File: config.mk
export PLATFORM = sky130hd
export DESIGN_NAME = alu_multiciclo
export DESIGN_NICKNAME = d
export VERILOG_FILES = /design/src/rtl/alu_multiciclo.sv
export SDC_FILE = /design/constraint.sdc
export NUM_CORES = 1
export LEC_CHECK = 0
export ABC_AREA = 1
export CAP_MARGIN = 20
export CORE_UTILIZATION = 40
export DETAILED_ROUTE_END_ITERATION = 6
export DONT_BUFFER_PORTS = 1
export GPL_TIMING_DRIVEN = 0
export PLACE_DENSITY_LB_ADDON = 0.3
export SETUP_SLACK_MARGIN = 0.4
export SYNTH_ARGS = -nofsm -noshare
export SYNTH_HDL_FRONTEND = slang
export SYNTH_SLANG_ARGS = --single-unit
File: constraint.sdc
create_clock -name clk -period 3 [get_ports clk]
set_input_delay 0.15 -clock clk [delete_from_list [all_inputs] [get_ports clk]]
set_output_delay 0.15 -clock clk [all_outputs]
set_load 0.02 [all_outputs]
File: src/rtl/alu_multiciclo.sv
// Multi-cycle ALU: single-cycle logic/arith ops, bit-serial LSL and
// shift-add MUL, sequenced by an IDLE/EXEC/DONE FSM with registered result and flags.
module alu_multiciclo #(
    parameter int N      = 32,
    parameter int MUL_EN = 1
) (
    input  logic         clk,
    input  logic         reset,
    input  logic         start,
    input  logic [N-1:0] A,
    input  logic [N-1:0] B,
    input  logic [2:0]   ALUControl,
    input  logic         setFlags,
    output logic         busy,
    output logic         done,
    output logic [N-1:0] out,
    output logic [3:0]   ALUFlags
);

    localparam int SW = $clog2(N);
    localparam int CW = SW + 1;

    typedef enum logic [1:0] {IDLE, EXEC, DONE} state_t;
    typedef enum logic [2:0] {
        OP_ADD, OP_SUB, OP_XOR, OP_NOT, OP_AND, OP_OR, OP_LSL, OP_MUL
    } op_t;

    state_t         state_q, state_d;
    op_t            op_q, op_d;
    logic [N-1:0]   a_q, a_d, b_q, b_d, acc_q, acc_d, out_q, out_d;
    logic [CW-1:0]  cnt_q, cnt_d;
    logic [3:0]     flags_q, flags_d;
    logic           sf_q, sf_d, shc_q, shc_d;

    logic [N:0]     sum;
    logic [N-1:0]   diff, res;
    logic           fc, fv;

    assign sum  = {1'b0, a_q} + {1'b0, b_q};
    assign diff = a_q - b_q;

    always_ff @(posedge clk or negedge reset) begin
        if (!reset) begin
            state_q <= IDLE;
            op_q    <= OP_ADD;
            a_q     <= '0;
            b_q     <= '0;
            acc_q   <= '0;
            out_q   <= '0;
            cnt_q   <= '0;
            flags_q <= '0;
            sf_q    <= 1'b0;
            shc_q   <= 1'b0;
        end else begin
            state_q <= state_d;
            op_q    <= op_d;
            a_q     <= a_d;
            b_q     <= b_d;
            acc_q   <= acc_d;
            out_q   <= out_d;
            cnt_q   <= cnt_d;
            flags_q <= flags_d;
            sf_q    <= sf_d;
            shc_q   <= shc_d;
        end
    end

    always_comb begin
        state_d = state_q;
        op_d    = op_q;
        a_d     = a_q;
        b_d     = b_q;
        acc_d   = acc_q;
        out_d   = out_q;
        cnt_d   = cnt_q;
        flags_d = flags_q;
        sf_d    = sf_q;
        shc_d   = shc_q;
        res     = '0;
        fc      = flags_q[1];
        fv      = flags_q[0];

        case (state_q)
            IDLE: begin
                if (start) begin
                    state_d = EXEC;
                    a_d     = A;
                    b_d     = B;
                    sf_d    = setFlags;
                    shc_d   = flags_q[1];
                    op_d    = op_t'(ALUControl);
                    if (op_d == OP_MUL && MUL_EN == 0) op_d = OP_ADD;
                    acc_d   = (op_d == OP_MUL) ? '0 : A;
                    case (op_d)
                        OP_MUL:  cnt_d = CW'(N);
                        OP_LSL:  cnt_d = (B[SW-1:0] == '0) ? CW'(1) : CW'(B[SW-1:0]);
                        default: cnt_d = CW'(1);
                    endcase
                end
            end
            EXEC: begin
                cnt_d = cnt_q - CW'(1);
                // LSL walks acc one bit per cycle; MUL shifts a_q/b_q as multiplicand/multiplier
                if (op_q == OP_LSL && b_q[SW-1:0] != '0) begin
                    acc_d = acc_q << 1;
                    shc_d = acc_q[N-1];
                end else if (op_q == OP_MUL) begin
                    if (b_q[0]) acc_d = acc_q + a_q;
                    a_d = a_q << 1;
                    b_d = b_q >> 1;
                end
                if (cnt_q == CW'(1)) begin
                    state_d = DONE;
                    case (op_q)
                        OP_ADD: begin
                            res = sum[N-1:0];
                            fc  = sum[N];
                            fv  = (a_q[N-1] == b_q[N-1]) && (res[N-1] != a_q[N-1]);
                        end
                        OP_SUB: begin
                            res = diff;
                            fc  = (a_q >= b_q);
                            fv  = (a_q[N-1] != b_q[N-1]) && (res[N-1] != a_q[N-1]);
                        end
                        OP_XOR:  res = a_q ^ b_q;
                        OP_NOT:  res = ~a_q;
                        OP_AND:  res = a_q & b_q;
                        OP_OR:   res = a_q | b_q;
                        OP_LSL: begin
                            res = acc_d;
                            fc  = shc_d;
                        end
                        default: res = acc_d;
                    endcase
                    out_d = res;
                    if (sf_q) flags_d = {res[N-1], (res == '0), fc, fv};
                end
            end
            DONE:    state_d = IDLE;
            default: state_d = IDLE;
        endcase
    end

    assign busy     = (state_q == EXEC);
    assign done     = (state_q == DONE);
    assign out      = out_q;
    assign ALUFlags = flags_q;

endmodule

## After elaboration in Yosys (flattened, before gate mapping)

Cells that the tools add are included.

- Flip-flop bits (word level): 145
- Output and inout port bits: 38

- Add/sub/neg operators: 4
- $lt $le $gt $ge: 1
- Eq/ne operators: 20
- Multiplexer cells: 29
- Bitwise gates (word level): 4
- Reductions and logical operators: 19

Operators with widths:

| kind | count |
|---|---|
| two-way mux 32 bit | 13 |
| one-hot mux 32 bit (2 select lines) | 3 |
| one-hot mux 32 bit (6 select lines) | 1 |
| adder 32 x 32 -> 33 bit | 1 |
| adder 32 bit | 1 |
| bitwise AND 32 bit | 1 |
| greater-or-equal comparator 32 bit | 1 |
| logical NOT 32 bit | 1 |
| NOT 32 bit | 1 |
| bitwise OR 32 bit | 1 |
| subtractor 32 bit | 1 |
| XOR 32 bit | 1 |
| one-hot mux 6 bit (2 select lines) | 2 |
| == test 3 bit (second input constant) | 6 |
| AND reduction 4 bit | 3 |
| AND reduction 2 bit | 4 |
| == test 3 x 2 -> 1 bit (second input constant) | 2 |
| == test 6 x 1 -> 1 bit (second input constant) | 1 |
| two-way mux 6 bit | 1 |
| subtractor 6 x 1 -> 6 bit (second input constant) | 1 |
| logical NOT 5 bit | 1 |
| two-way mux 5 bit | 1 |
| nonzero test 5 bit | 1 |
| two-way mux 2 bit | 2 |
| 17 further kinds | 26 |

## Logic depth before layout (Yosys ltp)

Gate-level depths: netlist (run 1).

- Depth in word-level cells: 8
- Depth in mapped cells: 21
- Mapped depth without buffers: 20

## Worst setup path after synthesis (run 1)

OpenSTA, ideal clock, no wires.

- Path type: reg2reg
- Start: register b_q[0]
- End: register flags_q[2], in the netlist ALUFlags[2]
- Data arrival time: 2.279 ns
- Slack: 0.645 ns
- Stages on the path, launching flop included: 21
- Period minus slack after synthesis: 2.355 ns
- Cells stage by stage: dfrtp_1 ha_1 inv_1 fa_1 inv_1 nand3_1 nand3_1 nand2_1 nand2_1 nand2_1 nand2_1 nand2_1 nand3_1 nand2_1 nor2_1 nand2_1 nor2_1 nand2_1 nor2_1 nand3_1 o21ai_1

- Cells in the longest elaborated chain, start to end: 7
- Elaborated cells on any way between the ends: 14

RTL lines:

| item | line | RTL |
|---|---|---|
| start: declaration | 30 | `logic [N-1:0] a_q, a_d, b_q, b_d, acc_q, acc_d, out_q, out_d;` |
| start signal: assignment | 47 | `b_q <= '0;` |
| start signal: assignment | 58 | `b_q <= b_d;` |
| branches (longest 3 deep; another with subtractor 32 bit) | - |  |
| one-hot mux 32 bit (6 select lines) * | 114 | `case (op_q)` |
| two-way mux 32 bit * | 112 | `if (cnt_q == CW'(1)) begin` |
| two-way mux 32 bit * | 83 | `case (state_q)` |
| logical NOT 32 bit * | 136 | `if (sf_q) flags_d = {res[N-1], (res == '0), fc, fv};` |
| end signal: assignment | 62 | `flags_q <= flags_d;` |
| end: declaration | 32 | `logic [3:0] flags_q, flags_d;` |

Every way passes the cells marked *. The select of a mux whose other input is x is not followed.
A chain may end at the register's enable or synchronous reset.

## Worst setup path in the final report (run 1)

- Start: register a_q[0]
- End: register flags_q[2], in the netlist ALUFlags[2]

- Cells in the longest elaborated chain, start to end: 8
- Elaborated cells on any way between the ends: 14

RTL lines:

| item | line | RTL |
|---|---|---|
| start: declaration | 30 |  |
| start signal: assignment | 46 | `a_q <= '0;` |
| start signal: assignment | 57 | `a_q <= a_d;` |
| adder 32 bit | 108 | `if (b_q[0]) acc_d = acc_q + a_q;` |
| two-way mux 32 bit | 108 |  |
| two-way mux 32 bit | 107 | `end else if (op_q == OP_MUL) begin` |
| two-way mux 32 bit | 104 | `if (op_q == OP_LSL && b_q[SW-1:0] != '0) begin` |
| one-hot mux 32 bit (6 select lines) * | 114 |  |
| two-way mux 32 bit * | 112 |  |
| two-way mux 32 bit * | 83 |  |
| logical NOT 32 bit * | 136 |  |

Every way passes the cells marked *; elsewhere a longest branch is shown, timed or not. The select of a mux whose other input is x is not followed.

==> results.yml, run 1 <==
synthesis:
  synthTopCellsByCount: "nand2_1 (982), inv_1 (444), nand3_1 (253), o21ai_0 (214), nor2_1 (208)"
  synth-seq-area-share_pct: 22.2
  synth_most_common_cell: "nand2_1"
  synthCells: 2796
  yosysTopAreaCell: "nand2_1"
  yosysWarnings: 0
  synth_top_flop_cell: "dfrtp_1"
  synthDominantCellAreaShare_pct: 22.6
  synth_edf_count: 0
  ys_types: 44
  synthTopCellsByArea: "nand2_1 (23%), dfrtp_1 (22%), ha_1 (11%)"
  syn-num-nets: 3008
  mappedNetlistArea_mm2: 0.0163
  syn-mean-instance-area_um2: 5.85
  synth.ff_latch_count: 145
  async_flop_share_pct: 100
clocking:
  cts-root-buf: "clkbuf_16"
  numCtsBuffers: 17
  clock-sinks: 145
  tritoncts: "done"
  cts_buffer_depth: 2
  htreeDepth: 4
  clkTransAtPathRegs_ps: 70
  holdBufCountCts: 63
  clk_latency_ps: 450
routing:
  ant_nets: 0
  initialDrtViolationCount: 2131
  wirelength_mm: 73.0
  drc: 0
  firstDrtPassIters: 6
  vias_per_cell: 5.63
  wl_per_cell_um: 20.9
  vias: 19674
power:
  switchingPower_uw: 960
  peakVddDrop_uv: 406
  power.clock.fraction_pct: 54.5
  p_int_mw: 3.53
  p_leak_nw: 10.3
  seq_power_share_pct: 43.5
  p_sw_share_pct: 21.4
  combPwrFrac_pct: 2.0
  power.density_mw_per_mm2: 221
sta:
  finalClockSkew_ps: 13.6
  period_share_pct: 92.2
  hold_slack_ps: -615
  finalSetupViolCount: 0
  hold_viol: 145
  max_freq_ghz: 0.362
  rsz0062_at_grt: "yes"
  tightest_slew_ps: 950
  max_slew_margin_pct: 36.6
  fin_ws_ps: 234
  period_minus_slack_ps: 2770
  drv_slew: 0
setup_path:
  start_kind: "register"
  cp_max_fo: 5
  reg2regPathDepth: 20
  r2r-end: "ALUFlags[2]"
  timing.reg2reg.setup_slack_ps: 230
  cp.required_ps: 3380
  cp-end-kind: "register"
  cp_data_arrival_time_ps: 3140
  r2r-start: "a_q[0]"
  path_class: "reg2reg"
global_route:
  antenna_found_initial: 4
  grt_usage_pct: 34.2
  grt_pass1_wl_mm: 107
  grt_pass1_vias: 18311
  grt_max_degree: 146
  overflow: 0
floorplanning:
  die_w_um: 204
  io_pins: 109
  rows: 73
  core_mm2: 0.0400
  die-area_mm2: 0.0417
  die_h_um: 204
  start_util_pct: 40.9
place:
  io_buffers: 0
  place_ws_ps: -464
  post-dp-hpwl_mm: 58.5
  dp_cells: 3321
  place_area_mm2: 0.0170
  place_congestion: 1.03
layout:
  post-route-util_pct: 50.8
  fill_cells: 4086
  nets: 3165
  layout.cells.non_filler: 3494
  area_growth_pct: 24.3
  stdcell_area_mm2: 0.0203
  layout-drive-gt1-share_pct: 18.1
outcome:
  violations: "hold timing"
  status: "finished, violations left"
hold_path:
  hold_class: "in2async"
job:
  maxCapViolations: 0
[layer usage]
metal / vias up / part of all wire (%) / track usage (%) / routed length [um]
met5: - / 0.015 / 0 / 11
met2: 919 / 45 / 54.9 / 32700
met4: 2 / 4.9 / 15.8 / 3570
met3: 178 / 8.5 / 5.58 / 6190
met1: 9310 / 42 / 44.9 / 30500
li1: 9265 / - / - / -
[power by group through the flow]
| stage | clock network [mW] | logic (mW) | registers (mW) |
|---|---|---|---|
| 2_1_floorplan | 0 | 0.00711 | 1.99 |
| 3_3_place_gp | 0 | 0.0116 | 1.99 |
| 6_report | 2.45 | 0.0901 | 1.95 |
| 3_5_place_dp | 0 | 0.0119 | 1.99 |
| 4_1_cts | 2.44 | 0.0865 | 1.96 |
| 5_1_grt | 2.51 | 0.0915 | 1.95 |
[layout by cell type, fill, tap and decap left out, types with 42 or more instances in the layout]
master / count
a21oi_1: 56
inv_1: 392
nand3_1: 204
nor2_1: 148
ha_1: 118
dfrtp_1: 115
nor2_2: 47
o21ai_0: 190
dlygate4sd3_1: 63
o211ai_1: 52
nand3_2: 42
inv_2: 50
nand2_1: 890
nand2_2: 81
buf_4: 91
[worst max-delay path: stages (launching register included)]
cell	delay [ps]
dfrtp_2	490
inv_4	100
ha_4	160
inv_6	40
fa_2	400
buf_4	170
nand3_2	80
nand3_4	100
nand2_2	100
nand2_1	100
nand2_1	80
nand3_1	60
nand2_1	90
nand2_2	80
nand2_2	90
nand2_2	70
nor2_4	140
nand2_1	70
inv_1	60
nand3_2	80
o21ai_1	130
[cell type report]
type / instances / area, um^2 / share of cell area (%)
Inverter: 451 / 1720 / 8.46
Timing Repair Buffer: 138 / 1200 / 5.91
Multi-Input combinational cell: 2099 / 11800 / 58.3
Tap cell: 525 / 657 / 3.23
Antenna cell: 3 / 7.51 / 0.0370
Clock buffer: 20 / 457 / 2.25
Buffer: 101 / 563 / 2.77
Clock inverter: 12 / 203 / 0.998
Sequential cell: 145 / 3670 / 18.1
[through the flow]
stage / total power, mW / setup TNS (ps) / hold WS [ps]
floorplan: 2.00 / 0 / -146
global placement: 2.00 / -1080 / -141
detailed placement: 2.00 / -1310 / -141
CTS: 4.48 / 0 / -618
global route: 4.55 / 0 / -614
finish: 4.49 / 0 / -615
[worst max-delay path by stage]
stage	start	to	slack (ps)	cells after the start
finish	a_q[0]	ALUFlags[2]	230	20
floorplan	b_q[0]	ALUFlags[2]	640	20
CTS	a_q[0]	ALUFlags[2]	230	20
global route	a_q[0]	ALUFlags[2]	130	18
global placement	b_q[0]	ALUFlags[2]	-470	20
detailed placement	a_q[1]	ALUFlags[2]	-460	19
[registers in the layout, indices dropped and copies added (netlist names)]
name and cells:
shc_q 1, out 32, a_q 32, sf_q 1, op_q 3, acc_q 32, ALUFlags 4, state_q 2
cnt_q 6, b_q 32
[cell families after synthesis]
| kind of cell | Yosys count | synth area share [%] |
|---|---|---|
| AND/OR/NAND/NOR | 1504 | 37.4 |
| buffers and inverters | 552 | 13.3 |
| AO/OA/AOI/OAI | 446 | 15.8 |
| flip-flops | 145 | 22.2 |
| adder cells (fa/ha/maj) | 141 | 10.9 |
| XOR/XNOR | 8 | 0.429 |
[timing repair]
action | 4_1_cts | 5_1_grt
pin swaps | 27 | 67
endpoints found under the hold margin | 218 | 145
setup buffers | 35 | 40
resized for setup | 196 | 300
cloned | 0 | 0
setup endpoints to repair | 104 | 75
Power figures use the tool's default switching activity.
==> run 2: changes to the inputs <==
ABC_AREA = unset   (was 1)
==> run 2 against run 1 <==
The flow finishes with violations (hold timing, setup timing). Non-clock buffer count grew 150. Worst setup slack worse by 1800 ps. Clock skew fell by 0.78 ps. Via count down 6.7%. Sequential share of layout area down 0.65 points. Maximum frequency is 39% lower.
==> results.yml, run 2 <==
setup_path:
  r2r-end: "ALUFlags[2]"
  cp-end-kind: "register"
  timing.reg2reg.setup_slack_ps: -1520
  crit_path_start: "a_q[5]"
  crit_buf_inv: 4
  r2r-start: "a_q[5]"
  cp_top_family: "simple AND/OR/NAND/NOR gates"
  slowest_stage: "or4_4"
  start_kind: "register"
  cp.required_ps: 3380
  path_cells: "inv_2 > ha_4 > buf_6 > or4_4 > or3_4 > o221ai_4 > a21oi_4 > o41ai_4 > buf_4 > buf_4 > nand3_2 > a21boi_2 > mux2_4 > a32oi_2 > or4_4 > or4b_4 > o31ai_2"
  reg2regPathDepth: 17
  cp_data_arrival_time_ps: 4900
  path_class: "reg2reg"
  crit_path_max_incr_delay_ps: 550
  cp_max_fo: 3
synthesis:
  syn-num-nets: 2292
  yosysWarnings: 0
  syn-mean-instance-area_um2: 7.24
  synthTopCellsByCount: "nand2_1 (345), nor2_1 (199), a21oi_1 (191), o21ai_0 (148), dfrtp_1 (145)"
  synth-seq-area-share_pct: 24.1
  ys_types: 88
  synth_top_flop_cell: "dfrtp_1"
  synth.ff_latch_count: 145
  async_flop_share_pct: 100
  synthTopCellsByArea: "dfrtp_1 (24%), ha_1 (11%), nand2_1 (8.6%)"
  synth_edf_count: 0
  yosysTopAreaCell: "dfrtp_1"
  synth_most_common_cell: "nand2_1"
  mappedNetlistArea_mm2: 0.0151
  synthDominantCellAreaShare_pct: 24.1
  synthCells: 2080
sta:
  tightest_slew_ps: 997
  hold_slack_ps: -622
  rsz0062_at_grt: "yes"
  fin_ws_ps: -1520
  max_slew_margin_pct: 32.9
  drv_slew: 0
  period_share_pct: 151
  finalSetupViolCount: 27
  setup_tns_ps: -12320
  hold_viol: 145
  max_freq_ghz: 0.221
  period_minus_slack_ps: 4520
  finalClockSkew_ps: 12.8
floorplanning:
  rows: 70
  core_mm2: 0.0369
  die_w_um: 196
  die_h_um: 196
  io_pins: 109
  die-area_mm2: 0.0385
  start_util_pct: 40.9
routing:
  wl_per_cell_um: 26.8
  wirelength_mm: 76.7
  vias: 18364
  ant_nets: 0
  firstDrtPassIters: 6
  initialDrtViolationCount: 2283
  drc: 0
  vias_per_cell: 6.42
place:
  io_buffers: 0
  place_congestion: 1.00
  post-dp-hpwl_mm: 54.5
clocking:
  numCtsBuffers: 17
  clkTransAtPathRegs_ps: 70
  cts_buffer_depth: 2
  cts-root-buf: "clkbuf_16"
  tritoncts: "done"
  holdBufCountCts: 68
  clock-sinks: 145
  htreeDepth: 4
  clk_latency_ps: 470
layout:
  nets: 2556
  area_growth_pct: 39.9
  mostFrequentLayoutCell: "nand2_1"
  layout_common_cells: "nand2_1 (333), nor2_1 (181), buf_4 (143), a21oi_1 (134), dfrtp_1 (114)"
  post-route-util_pct: 57.2
  layout-drive-gt1-share_pct: 28.6
global_route:
  grt_pass1_vias: 17471
  overflow: 0
  grt_pass1_wl_mm: 112
  grt_max_degree: 146
  grt_usage_pct: 39.0
  antenna_found_initial: 2
outcome:
  status: "finished, violations left"
  violations: "hold timing, setup timing"
hold_path:
  hold_class: "in2async"
job:
  maxCapViolations: 0
-- run 2: cell types whose count changed in the layout (fill, tap and decap cells not counted), moves of 38 or more --
cell / before / now
nand2_1: 890 / 333
inv_1: 392 / 90
nand3_1: 204 / 47
o21ai_0: 190 / 87
a21oi_1: 56 / 134
nand2_2: 81 / 12
a31oi_1: 7 / 73
buf_4: 91 / 143
buf_6: 10 / 48
nand3_2: 42 / 4
-- run 2: metal layers --
layer / GRT usage, % / part of all wire [%] / wire [um] / vias up
met2: 58.1 / 42 / 32600 / 1227
met3: 9.33 / 11 / 8800 / 249
met5: 0 / 0.017 / 13 / -
li1: - / - / - / 8038
met4: 20.9 / 5.7 / 4410 / 2
met1: 51.9 / 40 / 30900 / 8848
-- run 2: cell type report --
cell class,instances,area [um^2]
Antenna cell,2,5.00
Inverter,119,480
Tap cell,504,631
Timing Repair Buffer,245,2180
Fill cell,3372,15800
Clock buffer,20,457
Sequential cell,145,3670
Buffer,144,1230
Clock inverter,11,129
Multi-Input combinational cell,1672,12300
-- run 2: how the worst max path moves through the flow --
stage	end	slack, ps	cells past startpoint
after detailed placement	ALUFlags[2]	-2090	12
after CTS	ALUFlags[2]	-1590	16
after global routing	ALUFlags[2]	-1570	16
after floorplan	ALUFlags[2]	-1010	15
after global placement	ALUFlags[2]	-2200	11
final	ALUFlags[2]	-1520	17
-- run 2: kinds of logic (layout without fill, tap and decap cells) --
logic type | count (synthesis) | count (layout) | synth area share (%)
and+or+nand+nor | 750 | 750 | 21.6
AOI/OAI and AO/OA | 718 | 718 | 30.7
buffers and inverters | 263 | 539 | 7.72
DFF | 145 | 145 | 24.1
adders and majority gates | 141 | 141 | 11.9
xor gates and xnor gates | 36 | 36 | 2.09
muxes | 27 | 27 | 1.95
other | 0 | 2 | 0
-- run 2: what timing repair did --
action	4_1_cts	5_1_grt
pin swaps	106	79
hold endpoints to repair	249	145
gates cloned	0	0
endpoints found under the setup margin	140	118
resized for setup	450	179
buffers inserted	124	53
-- run 2: worst register-to-register path, cell delays in order (launching register included) --
cell and delay, ps:
dfrtp_2 460, inv_2 90, ha_4 200, buf_6 110
or4_4 550, or3_4 360, o221ai_4 170, a21oi_4 80
o41ai_4 200, buf_4 210, buf_4 140, nand3_2 60
a21boi_2 250, mux2_4 200, a32oi_2 110, or4_4 530
or4b_4 550, o31ai_2 190
-- run 2: per-stage QoR --
step,std cells,setup WS (ps),instance area [um^2]
after floorplan,2080,-1010,15300
after global placement,2584,-2200,16000
after detailed placement,2584,-2090,16000
after CTS,2807,-1590,20000
after global routing,2861,-1570,21100
final,2862,-1520,21100
Power of run 2 is left out: the tool's default activity adds up to more than one toggle a clock period on the data nets, which glitch-free logic cannot reach.
